$ cat config.mk
export PLATFORM = sky130hd
export DESIGN_NAME = irq_pending_latch_flat
export DESIGN_NICKNAME = d
export VERILOG_FILES = /design/src/rtl/irq_pending_latch_pkg.sv /design/src/rtl/irq_pending_latch_if.sv /design/src/rtl/encoder_8_bit.sv /design/src/rtl/irq_pending_latch.sv /design/src/flat_wrapper.sv
export SDC_FILE = /design/constraint.sdc
export NUM_CORES = 1
export LEC_CHECK = 0
export ABC_CLOCK_PERIOD_IN_PS = 1500
export CAP_MARGIN = 20
export CELL_PAD_IN_SITES_DETAIL_PLACEMENT = 0
export CELL_PAD_IN_SITES_GLOBAL_PLACEMENT = 1
export CORE_MARGIN = 4
export CORE_UTILIZATION = 45
export CTS_BUF_LIST = sky130_fd_sc_hd__clkbuf_2
export DETAILED_ROUTE_END_ITERATION = 7
export DONT_BUFFER_PORTS = 1
export PLACE_DENSITY = 0.71
export SLEW_MARGIN = 5
export SYNTH_ARGS = -nofsm -noshare
export SYNTH_HDL_FRONTEND = slang
export SYNTH_HIERARCHICAL = 1
export SYNTH_SLANG_ARGS = --single-unit
$ cat constraint.sdc
create_clock -name clock -period 1.5 [get_ports clock]
set_input_delay 0 -clock clock [delete_from_list [all_inputs] [get_ports clock]]
set_output_delay 0 -clock clock [all_outputs]
set_load 0.05 [all_outputs]
$ cat src/rtl/irq_pending_latch_pkg.sv
// Shared widths, FSM state encoding and a one-hot helper for the
// interrupt pending latch and its priority encoder.
package irq_pending_latch_pkg;

    localparam int unsigned NUM_SRC = 8;
    localparam int unsigned CODE_W  = 3;

    typedef enum logic {
        IDLE    = 1'b0,
        PRESENT = 1'b1
    } state_e;

    // One-hot mask selecting the source named by a code
    function automatic logic [NUM_SRC-1:0] code_onehot(input logic [CODE_W-1:0] code);
        return NUM_SRC'(1) << code;
    endfunction

endpackage

$ cat src/rtl/irq_pending_latch_if.sv
// Request/present/ack bundle between the event sources, the consumer
// and the pending latch.
interface irq_pending_latch_if;

    logic                                         enable;
    logic [irq_pending_latch_pkg::NUM_SRC-1:0]    req_in;
    logic                                         ack;
    logic                                         irq_valid;
    logic [irq_pending_latch_pkg::CODE_W-1:0]     irq_code;
    logic [irq_pending_latch_pkg::NUM_SRC-1:0]    pending;
    logic                                         missed;

    modport master (
        output enable, req_in, ack,
        input  irq_valid, irq_code, pending, missed
    );

    modport slave (
        input  enable, req_in, ack,
        output irq_valid, irq_code, pending, missed
    );

endinterface

$ cat src/rtl/encoder_8_bit.sv
// Combinational 8-to-3 priority encoder; the highest set index wins and
// an all-zero input yields code 0.
module encoder_8_bit
    import irq_pending_latch_pkg::*;
(
    input  logic [NUM_SRC-1:0] i_req,
    output logic [CODE_W-1:0]  o_code
);

    always_comb begin
        o_code = '0;
        for (int unsigned i = 0; i < NUM_SRC; i++) begin
            if (i_req[i]) begin
                o_code = CODE_W'(i);
            end
        end
    end

endmodule

$ cat src/rtl/irq_pending_latch.sv
// Synchronises eight event lines, latches rising edges as pending bits and
// presents the highest-priority pending source with a valid/ack handshake.
module irq_pending_latch
    import irq_pending_latch_pkg::*;
(
    input  logic               clock,
    input  logic               reset,
    irq_pending_latch_if.slave bus
);

    logic [NUM_SRC-1:0] r_sync0;
    logic [NUM_SRC-1:0] r_sync1;
    logic [NUM_SRC-1:0] r_prev;
    logic [NUM_SRC-1:0] r_pending;
    logic               r_missed;
    logic               r_irq_valid;
    logic [CODE_W-1:0]  r_irq_code;
    state_e             r_state;

    logic [NUM_SRC-1:0] w_edge;
    logic [NUM_SRC-1:0] w_clr_mask;
    logic [CODE_W-1:0]  w_enc_code;

    assign w_edge     = r_sync1 & ~r_prev;
    assign w_clr_mask = (bus.ack && r_irq_valid) ? code_onehot(r_irq_code) : '0;

    encoder_8_bit u_encoder (
        .i_req  (r_pending),
        .o_code (w_enc_code)
    );

    // Capture path: set has priority over a same-cycle clear
    always_ff @(posedge clock) begin
        if (reset) begin
            r_sync0   <= '0;
            r_sync1   <= '0;
            r_prev    <= '0;
            r_pending <= '0;
            r_missed  <= 1'b0;
        end else begin
            r_sync0   <= bus.req_in;
            r_sync1   <= r_sync0;
            r_prev    <= r_sync1;
            r_pending <= (r_pending & ~w_clr_mask) | w_edge;
            if (|(w_edge & r_pending & ~w_clr_mask)) begin
                r_missed <= 1'b1;
            end
        end
    end

    // Presentation FSM: code is frozen while PRESENT until acked
    always_ff @(posedge clock) begin
        if (reset) begin
            r_state     <= IDLE;
            r_irq_valid <= 1'b0;
            r_irq_code  <= '0;
        end else begin
            case (r_state)
                IDLE: begin
                    if (bus.enable && (|r_pending)) begin
                        r_irq_code  <= w_enc_code;
                        r_irq_valid <= 1'b1;
                        r_state     <= PRESENT;
                    end
                end
                PRESENT: begin
                    if (bus.ack) begin
                        r_irq_valid <= 1'b0;
                        r_state     <= IDLE;
                    end
                end
                default: begin
                    r_irq_valid <= 1'b0;
                    r_state     <= IDLE;
                end
            endcase
        end
    end

    assign bus.irq_valid = r_irq_valid;
    assign bus.irq_code  = r_irq_code;
    assign bus.pending   = r_pending;
    assign bus.missed    = r_missed;

endmodule

$ cat src/flat_wrapper.sv
// flat-port wrapper written by rule: the top's interface ports become plain ports
module irq_pending_latch_flat import irq_pending_latch_pkg::*;
  (clock, reset, bus_enable, bus_req_in, bus_ack, bus_irq_valid, bus_irq_code, bus_pending, bus_missed);
  irq_pending_latch_if bus_i ();
  input  logic clock;
  input  logic reset;
  input wire logic [$bits(bus_i.enable)-1:0] bus_enable;
  input wire logic [$bits(bus_i.req_in)-1:0] bus_req_in;
  input wire logic [$bits(bus_i.ack)-1:0] bus_ack;
  output wire logic [$bits(bus_i.irq_valid)-1:0] bus_irq_valid;
  output wire logic [$bits(bus_i.irq_code)-1:0] bus_irq_code;
  output wire logic [$bits(bus_i.pending)-1:0] bus_pending;
  output wire logic [$bits(bus_i.missed)-1:0] bus_missed;
  assign bus_i.enable = bus_enable;
  assign bus_i.req_in = bus_req_in;
  assign bus_i.ack = bus_ack;
  assign bus_irq_valid = bus_i.irq_valid;
  assign bus_irq_code = bus_i.irq_code;
  assign bus_pending = bus_i.pending;
  assign bus_missed = bus_i.missed;
  irq_pending_latch u_core (.clock(clock), .reset(reset), .bus(bus_i));
endmodule
Word level (Yosys, flattened, before mapping). Index checks and enable logic that the tools add are counted.

Bits in latches: 0. Memory bits (read-only): 0. Logic and storage cells: 39. Memories kept: 0. Bits in registers: 38. Output and inout port bits: 13. RAM bits: 0.

Multipliers: 0. Bitwise logic cells: 8. $lt $le $gt $ge: 0. Add/subtract/negate cells: 0. Shift-type cells: 1. Divide/modulo/power cells: 0. Reduce and logical (&&, ||, !) cells: 6. Equality and inequality tests: 2. Mux-type cells: 14.

Operators by type and width (count): $and A8 B8 Y8 (4); $mux W3 (6); $not A8 Y8 (2); $reduce_or A8 Y1 (2); $mux W8 (1); $or A8 B8 Y8 (1); $shl A1 B3 Y8 const A (1); $mux W1 (5); $pmux W1 S2 (2); $reduce_and A2 Y1 (2); $logic_and A1 B1 Y1 (2); $ne A2 B1 Y1 const B (1); $ne A2 B2 Y1 const B (1); $not A1 Y1 (1).

Logic depth before layout (Yosys ltp). Gate-level depths: netlist of the first run.

Word-level depth: 7. Depth in mapped cells: 5. Depth with buffers taken out: 5.

Cells and area by module. The synthesis of the first run kept the hierarchy.

By module, submodules not included: irq_pending_latch (cells an instance 120, sequential area each 760.7 µm², instances 1, area each 1271.2 µm²); encoder_8_bit (cells an instance 10, sequential area each 0.0 µm², instances 1, area each 45.0 µm²).

Worst setup path after synthesis of the first run. OpenSTA, ideal clock, no wires.

Kind: reg-to-reg. Start point: register u_core.r_irq_valid, in the netlist u_core/bus.irq_valid. End point: register u_core.r_missed, in the netlist u_core/bus.missed. Setup slack: -0.146 ns. Period minus slack after synthesis: 1.646 ns. Required time: 1.363 ns. Library setup time: 0.137 ns. Stages on the path, launching flop included: 5. Data arrival time: 1.509 ns. Cells stage by stage: dfxtp_1 nand2b_1 or2_1 a221oi_2 a41oi_2.

Word-level cells in the longest chain between the ends: 5.

RTL lines: start: declaration (line irq_pending_latch.sv:16) `logic r_irq_valid;`; start signal: assignment (line irq_pending_latch.sv:55) `r_irq_valid <= 1'b0;`; start signal: assignment (line irq_pending_latch.sv:62) `r_irq_valid <= 1'b1;`; start signal: assignment (line irq_pending_latch.sv:68) `r_irq_valid <= 1'b0;`; $logic_and A1 B1 Y1 (line irq_pending_latch.sv:25) `assign w_clr_mask = (bus.ack && r_irq_valid) ? code_onehot(r_irq_code) : '0;`; $mux W8 (line irq_pending_latch.sv:25); $not A8 Y8 (line irq_pending_latch.sv:45) `if (|(w_edge & r_pending & ~w_clr_mask)) begin`; $and A8 B8 Y8 (line irq_pending_latch.sv:45); $reduce_or A8 Y1 (line irq_pending_latch.sv:45); end signal: assignment (line irq_pending_latch.sv:39) `r_missed <= 1'b0;`; end signal: assignment (line irq_pending_latch.sv:46) `r_missed <= 1'b1;`; end: declaration (line irq_pending_latch.sv:15) `logic r_missed;`.

Every way passes these cells. A chain may end at the register's enable or synchronous reset.

Worst setup path in the final report of the first run.
Start point: register u_core.r_irq_code[0], in the netlist u_core/bus.irq_code[0]. End point: register u_core.r_missed, in the netlist u_core/bus.missed.

Word-level cells in the longest chain between the ends: 5.

RTL lines: start: declaration (line irq_pending_latch.sv:17) `logic [CODE_W-1:0] r_irq_code;`; start signal: assignment (line irq_pending_latch.sv:61) `r_irq_code <= w_enc_code;`; $shl A1 B3 Y8 (line irq_pending_latch_pkg.sv:15) `return NUM_SRC'(1) << code;`; $mux W8 (line irq_pending_latch.sv:25); $not A8 Y8 (line irq_pending_latch.sv:45); $and A8 B8 Y8 (line irq_pending_latch.sv:45); $reduce_or A8 Y1 (line irq_pending_latch.sv:45).

Every way passes these cells.

==> results.toml, run 1 <==
[status]
status = "complete, no violations"

[worst_setup_path]
critical_path_arrival_ps = 1630
start_kind = "flip-flop"
cpLargestDelayFamily = "compound AO/OA/AOI/OAI gates"
cp_max_fo = 6
r2r_slack_ps = 140
endpoint_kind = "flip-flop"
r2r_start = "u_core/bus.irq_code[0]"
cp.required_ps = 1760
r2r-end = "u_core/bus.missed"
crit_chain = "or3b_1, o21ai_1, o22a_2, a41oi_2"
crit_type = "reg -> reg"
cp.depth = 4
slowest_delay_ps = 410
reg2regPathDepth = 4
path_buf_inv = 0
worst_path_max_delay_cell = "or3b_1"

[route]
drt_wl_total_um = 2480
route.detailed.drc = 0
dr.pass1.iters = 3
drtIter0Drc = 26
routedWlPerCell_um = 13.0
vias = 922
ant_nets = 0
viasPerCell = 4.83

[final_layout]
fin_nets = 171
drive_gt1_share_pct = 20.0
syn_to_final_growth_pct = 25.2
diodes = 0
final_core_util_pct = 59.2

[sta]
max_slew_margin_pct = 75.2
period_share_pct = 90.9
setup_viol = 0
whs_ps = 50.7
hold_viol = 0
slew_viol_final = 0
fin_setup_tns_ps = 0
min_period_ps = 1360
grt_setup_unrepaired = "false"
skew_ps = 6.27
max_freq_ghz = 0.733
worst_pin_slew_ps = 369

[place]
io_buffers = 0
hpwl_um = 1710
gp_congestion = 0.850

[global_routing]
grt_max_degree = 39
use_met3_pct = 6.20
grt_overflow = 0
grt_usage_pct = 15.5
first_global_vias = 911
use_met2_pct = 24.6
busiest_layer = "met2"
antenna_found_initial = 0
grt_pass1_wl_um = 4190
use_met1_pct = 18.2

[logic_synthesis]
synth_nets = 142
synth_edf_count = 0
netlist_top_cells_count = "dfxtp_1, nor2b_1, a21oi_1, nor2_1, nand2b_1"
netlist_instances = 130
avgSynthCellArea_um2 = 10.1
synth_top_cell_area_share_pct = 57.8
ys.warnings.count = 6
yosysUniqueCellTypes = 26
yosysTopAreaCell = "dfxtp_1"
yosysSeqAreaShare_pct = 57.8
synth_area_leaders = "dfxtp_1, nor2b_1, a21oi_1"
synth.cell_area_mm2 = 0.00132
ys.flop_type = "dfxtp_1"
synthArstFlopShare_pct = 0
synth_most_common_cell = "dfxtp_1"
synth-seq-cells = 38

[clock_network]
cts_buffer_depth = 2
post-cts-setup-buffers = 0
h-tree-depth = 2
clock-sinks = 38
cts_buffers = 5
cts-root-buf = "clkbuf_2"
clkTransAtPathRegs_ps = 180
clock_insertion_delay_worst_skew_ps = 360
cts_tree = "yes"

[floorplanning]
dieArea_mm2 = 0.00385
rows = 19
design.core.area_mm2 = 0.00278
die_h_um = 62.1
start_util_pct = 47.3
fp.dieW_um = 62.1
io_pins = 25

[worst_hold_path]
worstHoldPathCells = 3
hold_end = "u_core/bus.pending[0]"
holdCritStartpoint = "bus_ack"
hold_class = "in -> reg"

[power_and_ir_drop]
powerDensity_mw_per_mm2 = 1220
total_leakage_power_uw = 0.000661
ir_worst_vdd_mv = 0.900

[job]
drv_cap = 0
==> timing repair <==
| action | 4_1_cts | 5_1_grt |
|---|---|---|
| gates resized for setup | 0 | 0 |
| endpoints found under the hold margin | 38 | 0 |
| hold buffers | 12 | 0 |
==> worst reg2reg max path, cell delays in order (launching register included) <==
cell and delay, ps:
dfxtp_2 390, or3b_1 410, o21ai_1 200, o22a_2 180, a41oi_2 90
==> state kept, by name (all words and copies together) (netlist names) <==
signal	flops
u_core/r_prev	8
u_core/bus.irq_code	3
u_core/r_sync0	8
u_core/r_state	1
u_core/bus.missed	1
u_core/bus.pending	8
u_core/bus.irq_valid	1
u_core/r_sync1	8
==> metal layers <==
metal,vias to the layer above,wire length (µm)
li1,490,-
met1,402,1130
met2,25,1140
met3,5,170
met4,0,35
met5,-,0
==> cells by family after synthesis <==
kind of cell,Yosys count,synth area share (%)
and+or+nand+nor,56,24.8
muxes,3,2.28
AOI/OAI and AO/OA,26,13.1
DFF,38,57.8
buffers and inverters,7,2.00
==> power by group <==
part	switching [µW]	total [µW]	leakage, µW	internal, µW
Clock	321	610	0.0000392	289
Combinational	176	292	0.000308	116
Sequential	36.7	1100	0.000314	1070
Total	533	2000	0.000661	1470
==> cells in the final DEF (no fill, tap or decap), types with 4 or more instances in the layout <==
master         synthesis  routed
dfxtp_1               38      34
nor2b_1               26      26
buf_4                  0      14
a21oi_1               11      11
dlygate4sd3_1          0      11
nor2_1                10      10
nand2b_1               8       8
clkbuf_2               0       6
o21ai_1                6       6
dfxtp_2                0       4
==> per-stage QoR <==
| stage | worst slack [ps] | cell area, µm² | cells | total power, µW |
|---|---|---|---|---|
| global route | 75.6 | 1650 | 191 | 2120 |
| detailed placement | 174 | 1450 | 171 | 1370 |
| finish | 137 | 1650 | 191 | 2000 |
| floorplan | 14.1 | 1320 | 130 | 1320 |
| global placement | 184 | 1450 | 171 | 1370 |
| CTS | 147 | 1650 | 191 | 2030 |
==> how the worst max path moves through the flow <==
stage	startpoint	endpoint	slack, ps
after global placement	u_core/bus.irq_code[2]	u_core/bus.missed	180
after floorplan	u_core/bus.pending[6]	u_core/bus.irq_code[2]	10
after detailed placement	u_core/bus.irq_code[0]	u_core/bus.missed	170
after CTS	u_core/bus.irq_code[2]	u_core/bus.missed	150
final	u_core/bus.irq_code[0]	u_core/bus.missed	140
after global routing	u_core/bus.irq_code[2]	u_core/bus.missed	80
==> final cells by class <==
type                            instances  area, µm²
Clock inverter                          2       37.5
Sequential cell                        38        766
Inverter                                3       11.3
Timing Repair Buffer                   26        235
Clock buffer                            6       30.0
Tap cell                               31       38.8
Multi-Input combinational cell         85        529
Fill cell                             245       1130
No activity file was read; power rests on OpenSTA's default activity.
==> inputs of run 2 (changes only) <==
ABC_CLOCK_PERIOD_IN_PS = 1400   (was 1500)
RECOVER_POWER = 25   (was unset)
clock period = 1.4 ns   (was 1.5 ns; I/O delays follow)
==> results.toml, run 2 (synthesis results as in run 1) <==
[final_layout]
diodes = 0
fin_cells = 190
final.fill_count = 244
syn_to_final_growth_pct = 27.3
final_common_cell = "dfxtp_1"
final_core_util_pct = 60.2
fin_nets = 170
final_cell_mix = "dfxtp_1, nor2b_1, buf_4, a21oi_1, dlygate4sd3_1"
drive_gt1_share_pct = 26.4

[sta]
whs_ps = 84.3
setup_viol = 0
max_slew_margin_pct = 77.9
grt_setup_unrepaired = "false"
hold_viol = 0
period_share_pct = 96.0
slew_viol_final = 0
skew_ps = 13.6
min_period_ps = 1340
max_freq_ghz = 0.744
fin_setup_tns_ps = 0
worst_pin_slew_ps = 332

[global_routing]
grt_usage_pct = 15.4
grt_pass1_wl_um = 4110
first_global_vias = 891
grt_max_degree = 39
antenna_found_initial = 0
grt_overflow = 0

[worst_setup_path]
critical_path_arrival_ps = 1600
cp-endpoint = "u_core/bus.missed"
reg2regPathDepth = 4
cp.required_ps = 1660
crit_type = "reg -> reg"
start_kind = "flip-flop"
r2r-end = "u_core/bus.missed"
critPathLaunch = "u_core/bus.irq_code[0]"
cp_max_fo = 6
endpoint_kind = "flip-flop"
r2r_slack_ps = 60
r2r_start = "u_core/bus.irq_code[0]"

[route]
wl_met3_um = 184
drt_wl_total_um = 2520
vias = 944
dr.pass1.iters = 4
viasPerCell = 4.97
top_layer = "met4"
met2_length_um = 1210
drtIter0Drc = 43
ant_nets = 0
wl_met1_um = 1080
routedWlPerCell_um = 13.3
route.detailed.drc = 0

[place]
gp_congestion = 0.832
dpl.cell_count = 170
io_buffers = 0
hpwl_um = 1730

[floorplanning]
fp.dieW_um = 62.1
rows = 19
design.core.area_mm2 = 0.00278
dieArea_mm2 = 0.00385
die_h_um = 62.1
io_pins = 25
start_util_pct = 47.3

[clock_network]
cts_buffers = 5
cts_buffer_depth = 2
clock-sinks = 38
cts-root-buf = "clkbuf_2"
clkTransAtPathRegs_ps = 170
cts_tree = "yes"
clock_insertion_delay_worst_skew_ps = 370
h-tree-depth = 2

[job]
drv_cap = 0

[power_and_ir_drop]
switching_share_pct = 25.9
comb_power_share_pct = 14.9
clockPowerShare_pct = 29.8
ir_worst_vdd_mv = 1.02
p_total_uw = 2150
power.switching_uw = 556
powerDensity_mw_per_mm2 = 1280
share_seq_of_total_power_pct = 55.3
p_int_uw = 1590
total_leakage_power_uw = 0.000668

[worst_hold_path]
hold_class = "in -> reg"

[status]
status = "complete, no violations"
==> run 2: changes by cell type in the layout (fill, tap and decap cells not counted) <==
cell / change
buf_4: -1
clkbuf_2: +1
clkinvlp_4: -1
dfxtp_1: -7
dfxtp_2: +5
dfxtp_4: +2
nand2b_1: -1
nand2b_4: +1
nor4_1: -2
nor4_2: +2
o21ai_1: -1
o21ai_2: +1
==> run 2: power by group through the flow <==
stage | combinational, µW | sequential [µW] | clock, µW
after floorplan | 124 | 1290 | 0
after global placement | 263 | 1210 | 0
after detailed placement | 264 | 1210 | 0
after CTS | 313 | 1180 | 669
after global routing | 348 | 1200 | 723
final | 320 | 1190 | 641
==> run 2: metrics by stage <==
stage | setup WS, ps | area, µm²
5_1_grt | 4.05 | 1680
3_5_place_dp | 71.5 | 1450
2_1_floorplan | 13.9 | 1330
6_report | 56.5 | 1680
3_3_place_gp | 105 | 1450
4_1_cts | 44.6 | 1650
==> run 2: worst min path at each step <==
stage,startpoint,to,slack [ps],cells past startpoint
2_1_floorplan,bus_req_in[0],u_core/r_sync0[0],130,1
3_3_place_gp,reset,u_core/bus.pending[1],70,1
3_5_place_dp,reset,u_core/bus.pending[5],70,1
4_1_cts,bus_ack,u_core/bus.pending[0],10,3
5_1_grt,bus_ack,u_core/bus.pending[0],40,3
6_report,bus_ack,u_core/bus.pending[0],80,3
==> run 2: routing by layer <==
metal / vias up / GRT usage (%)
met3: 5 / 6.40
met5: - / 0
met2: 28 / 24.4
met1: 418 / 18.0
met4: 0 / 7.27
li1: 493 / -
==> run 2: area by class of cell <==
class / count / area [µm²] / share of cell area (%)
well taps: 31 / 38.8 / 2.32
clock buffers: 7 / 35.0 / 2.09
clock inverters: 1 / 30.0 / 1.79
repair buffers: 25 / 228 / 13.6
multi-input cells: 85 / 553 / 33.0
flip-flops and latches: 38 / 779 / 46.5
inverters: 3 / 11.3 / 0.672
==> run 2: worst max-delay path, cell delays in order, from the launching register on <==
cell and delay [ps]:
dfxtp_2 380, or3b_1 430, o21ai_1 190, o22a_1 170
a41oi_2 80
==> run 2: what timing repair did <==
action,CTS,global route
gates resized for setup,0,5
setup buffers,0,0
hold buffers,12,0
endpoints found under the hold margin,38,0
endpoints found under the setup margin,0,2
==> inputs of run 3 (changes only) <==
HOLD_SLACK_MARGIN = 0.05   (was unset)
SYNTH_HIERARCHICAL = unset   (was 1)
==> results.toml, run 3 <==
[floorplanning]
start_util_pct = 47.4
rows = 19
io_pins = 25
design.core.area_mm2 = 0.00276
fp.dieW_um = 61.9
die_h_um = 61.9
dieArea_mm2 = 0.00383

[global_routing]
antenna_found_initial = 0
grt_overflow = 0
grt_pass1_wl_um = 3920
first_global_vias = 851
grt_usage_pct = 15.1
grt_max_degree = 39

[clock_network]
cts_tree = "yes"
clock_insertion_delay_worst_skew_ps = 370
clkTransAtPathRegs_ps = 170
cts-root-buf = "clkbuf_2"
cts_buffers = 5
clock-sinks = 38
cts_buffer_depth = 2
h-tree-depth = 2
post-cts-setup-buffers = 0

[power_and_ir_drop]
ir_worst_vdd_mv = 0.940
powerDensity_mw_per_mm2 = 1220
p_total_uw = 2000
total_leakage_power_uw = 0.000619

[worst_setup_path]
crit_type = "reg -> reg"
r2r_start = "u_core.bus.irq_code[1]"
cp.required_ps = 1670
reg2regPathDepth = 4
critPathLaunch = "u_core.bus.irq_code[1]"
start_kind = "flip-flop"
critical_path_arrival_ps = 1530
endpoint_kind = "flip-flop"
cp_max_fo = 5

[place]
dpl.cell_count = 167
pre_cts_ws_ps = 119
io_buffers = 0
gp_congestion = 0.799
hpwl_um = 1690
placed_area_mm2 = 0.00144

[job]
drv_cap = 0

[final_layout]
final_common_cell = "dfxtp_1"
drive_gt1_share_pct = 24.4
fin_area_mm2 = 0.00163
fin_cells = 187
syn_to_final_growth_pct = 24.9
diodes = 0
fin_nets = 167
final_cell_mix = "dfxtp_1, nor2b_1, buf_4, nand2b_1, dlygate4sd3_1"

[logic_synthesis]
synth_top_family_by_area = "simple AND/OR/NAND/NOR gates"
synth_area_leaders = "dfxtp_1, nor2b_1, nand2b_1"
synth_edf_count = 0
synth_top_cell_area_share_pct = 58.2
netlist_top_cells_count = "dfxtp_1, nor2b_1, nand2b_1, a21oi_1, nor2_1"
avgSynthCellArea_um2 = 10.3
synth.cell_area_mm2 = 0.00131
yosysTopAreaCell = "dfxtp_1"
synth_most_common_cell = "dfxtp_1"
synth-simple-area-share_pct = 24.4
synth_compound_area_share_pct = 15.1
yosysUniqueCellTypes = 23
synth_xor_xnor_area_share_pct = 0
synth_nets = 139
synth-seq-cells = 38
synth_mux_area_share_pct = 0
yosysSeqAreaShare_pct = 58.2
synthArstFlopShare_pct = 0
ys.flop_type = "dfxtp_1"
synthAdderAreaFrac_pct = 0
ys.warnings.count = 0
netlist_instances = 127

[route]
viasPerCell = 4.97
dr.pass1.iters = 4
ant_nets = 0
routedWlPerCell_um = 12.7
drt_wl_total_um = 2370
route.detailed.drc = 0
drtIter0Drc = 38
vias = 929

[worst_hold_path]
hold_class = "in -> reg"
worstHoldPathCells = 2
holdCritStartpoint = "bus_req_in[7]"

[sta]
setup_viol = 0
slew_viol_final = 0
timing.final.ws_setup_ps = 139
grt_setup_unrepaired = "false"
hold_viol = 0
min_period_ps = 1260
worst_pin_slew_ps = 329
skew_ps = 8.65
max_slew_margin_pct = 77.9
fin_setup_tns_ps = 0
period_share_pct = 90.0
max_freq_ghz = 0.793

[status]
status = "complete, no violations"
## run 3: per-stage QoR
stage               hold WS (ps)  utilization, %
detailed placement          66.3            52.3
floorplan                   87.1               -
global route                 230            59.2
global placement            65.5            52.3
finish                       277            59.2
CTS                          239            58.4
## run 3: critical path: stages, from the launching register on
cell      delay, ps
dfxtp_2         360
nand3b_1        220
o31ai_1         300
o22a_1          190
a41oi_2         100
## run 3: layout make-up
cell class | instances | area, µm²
clock inverters | 2 | 8.76
clock buffers | 6 | 30.0
inverters | 4 | 15.0
multi-input cells | 81 | 539
repair buffers | 25 | 228
flip-flops and latches | 38 | 773
fillers | 252 | 1120
well taps | 31 | 38.8
## run 3: report_power, final
| group | total [µW] | internal [µW] | switching [µW] | leakage (µW) |
|---|---|---|---|---|
| registers | 1200 | 1150 | 47.6 | 0.000316 |
| clock network | 453 | 123 | 330 | 0.0000304 |
| logic | 348 | 138 | 210 | 0.000273 |
| total | 2000 | 1410 | 587 | 0.000619 |
## run 3: kinds of logic (layout without fill, tap and decap cells)
| group | count (synthesis) | after routing |
|---|---|---|
| compound gates | 29 | 29 |
| flops | 38 | 38 |
| simple gates | 52 | 52 |
| buf+inv | 8 | 37 |
## run 3: metal layers
layer | part of all wire, % | track usage [%] | routed length (µm)
met1 | 44 | 17.6 | 1040
met2 | 46 | 23.5 | 1090
met3 | 8.0 | 6.82 | 190
met4 | 2.2 | 7.27 | 52
met5 | 0 | 0 | 0
## run 3: path summary, 6_finish.rpt
| check | end | slack [ps] |
|---|---|---|
| max | u_core.bus.missed | 140 |
| min | u_core.r_sync0[7] | 280 |
| max reg2reg | u_core.bus.missed | 140 |
| min reg2reg | u_core.r_sync1[6] | 460 |
## run 3: repair_timing
item	4_1_cts	5_1_grt
resized for setup	0	3
endpoints found under the hold margin	38	0
hold buffers	12	0
setup endpoints to repair	0	2
